$ cat config.mk
export PLATFORM = sky130hd
export DESIGN_NAME = regfile_writeback
export DESIGN_NICKNAME = d
export VERILOG_FILES = /design/src/rtl/mips_pkg.sv /design/src/rtl/wb_fifo.sv /design/src/rtl/regfile_writeback.sv
export SDC_FILE = /design/constraint.sdc
export NUM_CORES = 1
export LEC_CHECK = 0
export CAP_MARGIN = 20
export CORE_ASPECT_RATIO = 1.75
export CORE_UTILIZATION = 54
export DETAILED_ROUTE_END_ITERATION = 8
export PLACE_DENSITY_LB_ADDON = 0.25
export SYNTH_ARGS = -nofsm -noshare
export SYNTH_HDL_FRONTEND = slang
export SYNTH_SLANG_ARGS = --single-unit
$ cat constraint.sdc
create_clock -name clk -period 8.5 [get_ports clk]
set_input_delay 1.275 -clock clk [delete_from_list [all_inputs] [get_ports clk]]
set_output_delay 1.275 -clock clk [all_outputs]
set_load 0.01 [all_outputs]
$ cat src/rtl/mips_pkg.sv
// Shared types and widths for the register-file write-back path.
package mips_pkg;

    localparam int REG_ADDR_W = 5;
    localparam int DATA_W     = 32;
    localparam int NUM_REGS   = 32;

    // One buffered long-latency result waiting for the write port.
    typedef struct packed {
        logic [REG_ADDR_W-1:0] dest;
        logic [DATA_W-1:0]     data;
    } wb_entry_t;

    // Starvation tracking for the FIFO head.
    typedef enum logic [1:0] {
        IDLE,
        WAITING,
        STALL
    } wb_fsm_t;

endpackage

$ cat src/rtl/wb_fifo.sv
// Circular-buffer FIFO holding long-latency results until the write port is free.
module wb_fifo
    import mips_pkg::*;
#(
    parameter int DEPTH = 2,
    localparam int PTR_W = (DEPTH > 1) ? $clog2(DEPTH) : 1,
    localparam int CNT_W = $clog2(DEPTH) + 1
) (
    input  logic             clk,
    input  logic             reset,
    input  logic             push,
    input  logic             pop,
    input  wb_entry_t        push_entry,
    output wb_entry_t        head,
    output logic             full,
    output logic             empty,
    output logic [CNT_W-1:0] count
);

    wb_entry_t        mem [DEPTH];
    logic [PTR_W-1:0] wr_ptr;
    logic [PTR_W-1:0] rd_ptr;
    logic             do_push;
    logic             do_pop;

    assign full    = (count == CNT_W'(DEPTH));
    assign empty   = (count == '0);
    assign do_push = push && !full;
    assign do_pop  = pop && !empty;
    assign head    = mem[rd_ptr];

    // NOTE: sequential state uses non-blocking assignments so every register
    // samples the pre-edge values regardless of statement order.
    always_ff @(posedge clk) begin
        if (!reset) begin
            wr_ptr <= '0;
            rd_ptr <= '0;
            count  <= '0;
        end else begin
            // Pointers wrap naturally because DEPTH is a power of two.
            if (do_push) wr_ptr <= wr_ptr + 1'b1;
            if (do_pop)  rd_ptr <= rd_ptr + 1'b1;
            case ({do_push, do_pop})
                2'b10:   count <= count + 1'b1;
                2'b01:   count <= count - 1'b1;
                default: count <= count;
            endcase
        end
    end

    // NOTE: storage is not reset; an entry is only read after it has been
    // written, and leaving it out of reset keeps the array a plain RAM.
    always_ff @(posedge clk) begin
        if (do_push) mem[wr_ptr] <= push_entry;
    end

endmodule

$ cat src/rtl/regfile_writeback.sv
// Single producer of the register-file write port: ALU/MDU arbitration,
// head-starvation control and the pending-write scoreboard.
module regfile_writeback
    import mips_pkg::*;
#(
    parameter int DEPTH    = 2,
    parameter int MAX_WAIT = 4
) (
    input  logic                  clk,
    input  logic                  reset,
    input  logic                  alu_valid,
    input  logic [REG_ADDR_W-1:0] alu_dest,
    input  logic [DATA_W-1:0]     alu_data,
    input  logic                  mdu_valid,
    output logic                  mdu_ready,
    input  logic [REG_ADDR_W-1:0] mdu_dest,
    input  logic [DATA_W-1:0]     mdu_data,
    input  logic                  issue_valid,
    input  logic [REG_ADDR_W-1:0] issue_dest,
    output logic [NUM_REGS-1:0]   busy,
    output logic                  alu_stall,
    output logic                  reg_write,
    output logic [REG_ADDR_W-1:0] write_reg,
    output logic [DATA_W-1:0]     write_data
);

    localparam int CNT_W  = $clog2(DEPTH) + 1;
    localparam int WAIT_W = $clog2(MAX_WAIT + 1);

    wb_entry_t           head;
    wb_entry_t           push_entry;
    logic                fifo_full;
    logic                fifo_empty;
    logic [CNT_W-1:0]    fifo_count;
    logic                push;
    logic                pop;
    logic                blocked;
    wb_fsm_t             state;
    logic [WAIT_W-1:0]   wait_cnt;
    logic [NUM_REGS-1:0] busy_next;

    // Ready depends only on occupancy and reset, never on mdu_valid.
    assign mdu_ready  = reset && (fifo_count < CNT_W'(DEPTH));
    assign push       = mdu_valid && mdu_ready;
    assign pop        = !alu_valid && !fifo_empty;
    assign blocked    = alu_valid && !fifo_empty;
    assign push_entry = '{dest: mdu_dest, data: mdu_data};

    wb_fifo #(
        .DEPTH(DEPTH)
    ) u_fifo (
        .clk       (clk),
        .reset     (reset),
        .push      (push),
        .pop       (pop),
        .push_entry(push_entry),
        .head      (head),
        .full      (fifo_full),
        .empty     (fifo_empty),
        .count     (fifo_count)
    );

    // Write port: the ALU always wins; $0 is consumed without a write.
    always_ff @(posedge clk) begin
        if (!reset) begin
            reg_write  <= 1'b0;
            write_reg  <= '0;
            write_data <= '0;
        end else if (alu_valid) begin
            reg_write  <= (alu_dest != '0);
            write_reg  <= alu_dest;
            write_data <= alu_data;
        end else if (pop) begin
            reg_write  <= (head.dest != '0);
            write_reg  <= head.dest;
            write_data <= head.data;
        end else begin
            reg_write  <= 1'b0;
        end
    end

    // Starvation FSM: after MAX_WAIT consecutive losses the ALU is held off.
    always_ff @(posedge clk) begin
        if (!reset) begin
            state     <= IDLE;
            wait_cnt  <= '0;
            alu_stall <= 1'b0;
        end else if (!blocked) begin
            state     <= IDLE;
            wait_cnt  <= '0;
            alu_stall <= 1'b0;
        end else begin
            case (state)
                IDLE, WAITING: begin
                    if (wait_cnt == WAIT_W'(MAX_WAIT - 1)) begin
                        state     <= STALL;
                        wait_cnt  <= WAIT_W'(MAX_WAIT);
                        alu_stall <= 1'b1;
                    end else begin
                        state     <= WAITING;
                        wait_cnt  <= wait_cnt + 1'b1;
                        alu_stall <= 1'b0;
                    end
                end
                // ALU ignored the stall: it still wins, keep stalling.
                STALL: begin
                    state     <= STALL;
                    wait_cnt  <= WAIT_W'(MAX_WAIT);
                    alu_stall <= 1'b1;
                end
                default: begin
                    state     <= IDLE;
                    wait_cnt  <= '0;
                    alu_stall <= 1'b0;
                end
            endcase
        end
    end

    // NOTE: every combinational output gets a default first so no path
    // leaves it unassigned and no latch is inferred.
    always_comb begin
        busy_next = busy;
        if (pop) busy_next[head.dest] = 1'b0;
        // Set after clear so a re-issue on the pop edge wins.
        if (issue_valid && issue_dest != '0) busy_next[issue_dest] = 1'b1;
        busy_next[0] = 1'b0;
    end

    always_ff @(posedge clk) begin
        if (!reset) busy <= '0;
        else        busy <= busy_next;
    end

    // Protocol checks; ignored by synthesis.
    assert property (@(posedge clk) disable iff (!reset) alu_stall |-> !alu_valid);
    assert property (@(posedge clk) disable iff (!reset) fifo_full |-> !mdu_ready);

endmodule
==> metrics.txt <==
Slew @ Worst Pin 0.935 ns; I/O pin count 156; reg-to-reg endpoint u_fifo.count[1]$_SDFFE_PN0P_; H-tree Lvls 4; HP Class register to register; synth-to-layout area growth 33.4%; First-pass DRT Iterations 9; worst skew pair latency 0.43 ns; detailed-placement wirelength estimate 11,000 microns; worst setup margin 3.77 ns; syn avg cell area 11.0 sq um; CP top delay family buffers and inverters; Initial Util 55.7%; first-pass GRT wire length 26,100 microns; Critical path destination mdu_ready; total CTS buffers 17; Synth Register Bits 153; Routed WL 16,500 microns; worst rel slew slack 37.7%; most common flop cell mapped by yosys dfxtp_1; Worst path slowest cell clkdlybuf4s50_1; skew final 0.0165 ns; busiest layer in global routing met2; buffers added on ports 154; R2R cell count 6; total power 0.00233 W; Worst path max stage delay 0.58 ns; Biggest register u_fifo.mem; Setup TNS 0 ns; Die X 84.9 microns; CTS Sinks 153; Cells after Synth 589; R2R Path Start u_fifo.count[0]$_SDFFE_PN0P_; cts repair resizes 0; max-slew violation count 0; Routed WL per cell 19.0 microns; R2R Setup Slk 6.04 ns; Seq/Total Area, Yosys 58.6%; Final Cycle Share 55.6%; failing checks DRC; CP max FO 67; RSZ-0062 raised after global routing no; Buf/Inv on CP 5; CTS max path bufs 2; post-CTS setup buffers 0; Fin. Hold Viols 0; Critical Path, Cell by Cell clkdlybuf4s50_1 > buf_4 > clkinv_1 > buf_4 > nor2_1 > clkdlybuf4s50_1; Net Count, Synth 676; Lkg Pwr 2.93 nW; crit path launch reset; core area 11,600 sq um; DR vias/cell 6.20; grt ovf 0; CTS clk-pin slew, worst paths 0.06 ns; GR Layer Usage met1 29.8%; n_diodes 0; largest net degree at the start of global routing 78; max reg flops 74; met3 GRT Util 5.39%; Die ar. 12,500 sq um; status finished, violations left; Post-synth EDFFs 74; Die Span Y 147 microns; GPL Wtd Cong 0.885; met2 Usage GRT 49.6%; Yosys cell types 51; pre-CTS setup slack 3.81 ns; drt drc 13; maximum vdd drop 0.000219 V; Startpoint Class primary input; Vias 5,401; DRT iter0 DRCs 366; vias in the first global route 5,384; Hold-fix buffers, CTS 0; antenna violations before repair 0; arrival time of the worst setup path 3.45 ns; Post-Syn Area 6490 sq um; Peak Freq 211 MHz; synth warn 0; GRT Util Overall 27.3%; Synth async-reset ratio 0%; CTS Root Cell clkbuf_16; share of layout cells above drive strength 1 7.61%; fin crit period 4.73 ns; CP Capture Type primary output; CTS tree yes; biggest regs u_fifo.mem x74, write_data x32, busy x31; Cell Rows 52; Final setup viols 0; critical path depth 6; critical path class primary input to primary output; Req. time, crit path 7.22 ns; Final ANT Viol Nets 0; Pwr Density 269 nW/um^2; # nets final 810; max_cap viols 0
cells by family after synthesis:
kind of cell	count (synthesis)	synth area share, %
other	1	0.0578
and+or+nand+nor	188	13.9
adders and majority gates	3	0.578
buffers and inverters	50	3.31
xor gates and xnor gates	4	0.540
DFF	153	58.6
AOI/OAI and AO/OA	153	17.2
muxes	37	5.74
placed cells by master, fill, tap and decap left out, types with 3 or more instances in the layout:
master and count:
a2111oi_0 3, buf_4 6, and2_1 6, or2_2 3, clkdlybuf4s50_1 153, nor3_1 39
clkinv_4 4, xor2_1 3, o311ai_0 21, a211o_1 35, nand2b_1 9, o21ai_0 3
and3b_1 3, o221ai_1 5, edfxtp_1 74, o21ai_1 3, dfxtp_2 3, a21oi_1 40
ha_1 3, nor3b_1 3, clkbuf_16 17, nand2_1 103, mux2i_1 35, dfxtp_1 76
o22ai_1 5, o211ai_1 30, inv_6 3, nor2_1 5
cell type report:
| class | count | area (sq um) |
|---|---|---|
| Tap cell | 135 | 169 |
| Clock inverter | 14 | 139 |
| Multi-Input combinational cell | 386 | 2480 |
| Timing Repair Buffer | 162 | 1620 |
| Inverter | 3 | 11.3 |
| Clock buffer | 18 | 429 |
| Fill cell | 782 | 2980 |
| Sequential cell | 153 | 3810 |
synth_stat cells, types with 2 or more instances:
master | instances | area (sq um)
buf_4 | 3 | 22.5
nor3b_1 | 3 | 22.5
dfxtp_1 | 79 | 1580
buf_2 | 7 | 35.0
and2_1 | 6 | 37.5
xor2_1 | 3 | 26.3
a21oi_1 | 40 | 200
o221ai_1 | 5 | 43.8
ha_1 | 3 | 37.5
o21ai_0 | 3 | 15.0
o22ai_1 | 5 | 31.3
o21ai_1 | 3 | 15.0
and3b_1 | 3 | 26.3
o311ai_0 | 21 | 184
inv_1 | 2 | 7.51
mux2i_1 | 35 | 350
and4b_1 | 2 | 20.0
a211o_1 | 35 | 307
nand2_1 | 103 | 387
o211ai_1 | 30 | 225
edfxtp_1 | 74 | 2220
a311o_1 | 2 | 20.0
o2111ai_1 | 2 | 17.5
clkbuf_1 | 30 | 113
or2_2 | 3 | 18.8
or3_1 | 2 | 12.5
nor3_1 | 39 | 195
nand2b_1 | 9 | 56.3
nor2_1 | 6 | 22.5
and3_1 | 2 | 12.5
buf_1 | 6 | 22.5
a2111oi_0 | 3 | 26.3
mux2_2 | 2 | 22.5
per-layer routing:
layer | vias to the layer above | share of wire (%)
met2 | 277 | 54
met3 | 44 | 6.3
met4 | 0 | 3.6
met1 | 2584 | 36
met5 | - | 0
li1 | 2496 | -
through the flow:
stage	cells	utilization, %	hold slack (ns)	instance area, sq um
after floorplan	589	-	0.405	6490
after global placement	837	69.1	0.413	8050
after detailed placement	837	69.1	0.424	8050
after CTS	869	74.0	0.433	8620
after global routing	871	74.4	0.460	8660
final	871	74.4	0.436	8660
worst min-delay path by stage:
stage	cells past startpoint	slack, ns	from	to
global placement	1	0.41	wait_cnt[0]$_SDFF_PN0_	wait_cnt[0]$_SDFF_PN0_
global route	1	0.46	wait_cnt[0]$_SDFF_PN0_	wait_cnt[0]$_SDFF_PN0_
detailed placement	1	0.42	wait_cnt[0]$_SDFF_PN0_	wait_cnt[0]$_SDFF_PN0_
CTS	1	0.43	wait_cnt[0]$_SDFF_PN0_	wait_cnt[0]$_SDFF_PN0_
floorplan	1	0.41	wait_cnt[0]$_SDFF_PN0_	wait_cnt[0]$_SDFF_PN0_
finish	1	0.44	wait_cnt[0]$_SDFF_PN0_	wait_cnt[0]$_SDFF_PN0_
where the power goes:
part	internal [W]	switching, W	total (W)	leakage (nW)
clock	0.000409	0.000310	0.000719	0.275
sequential	0.000870	0.000107	0.000977	1.33
combinational	0.000321	0.000311	0.000632	1.33
No activity file was read; power rests on OpenSTA's default activity.
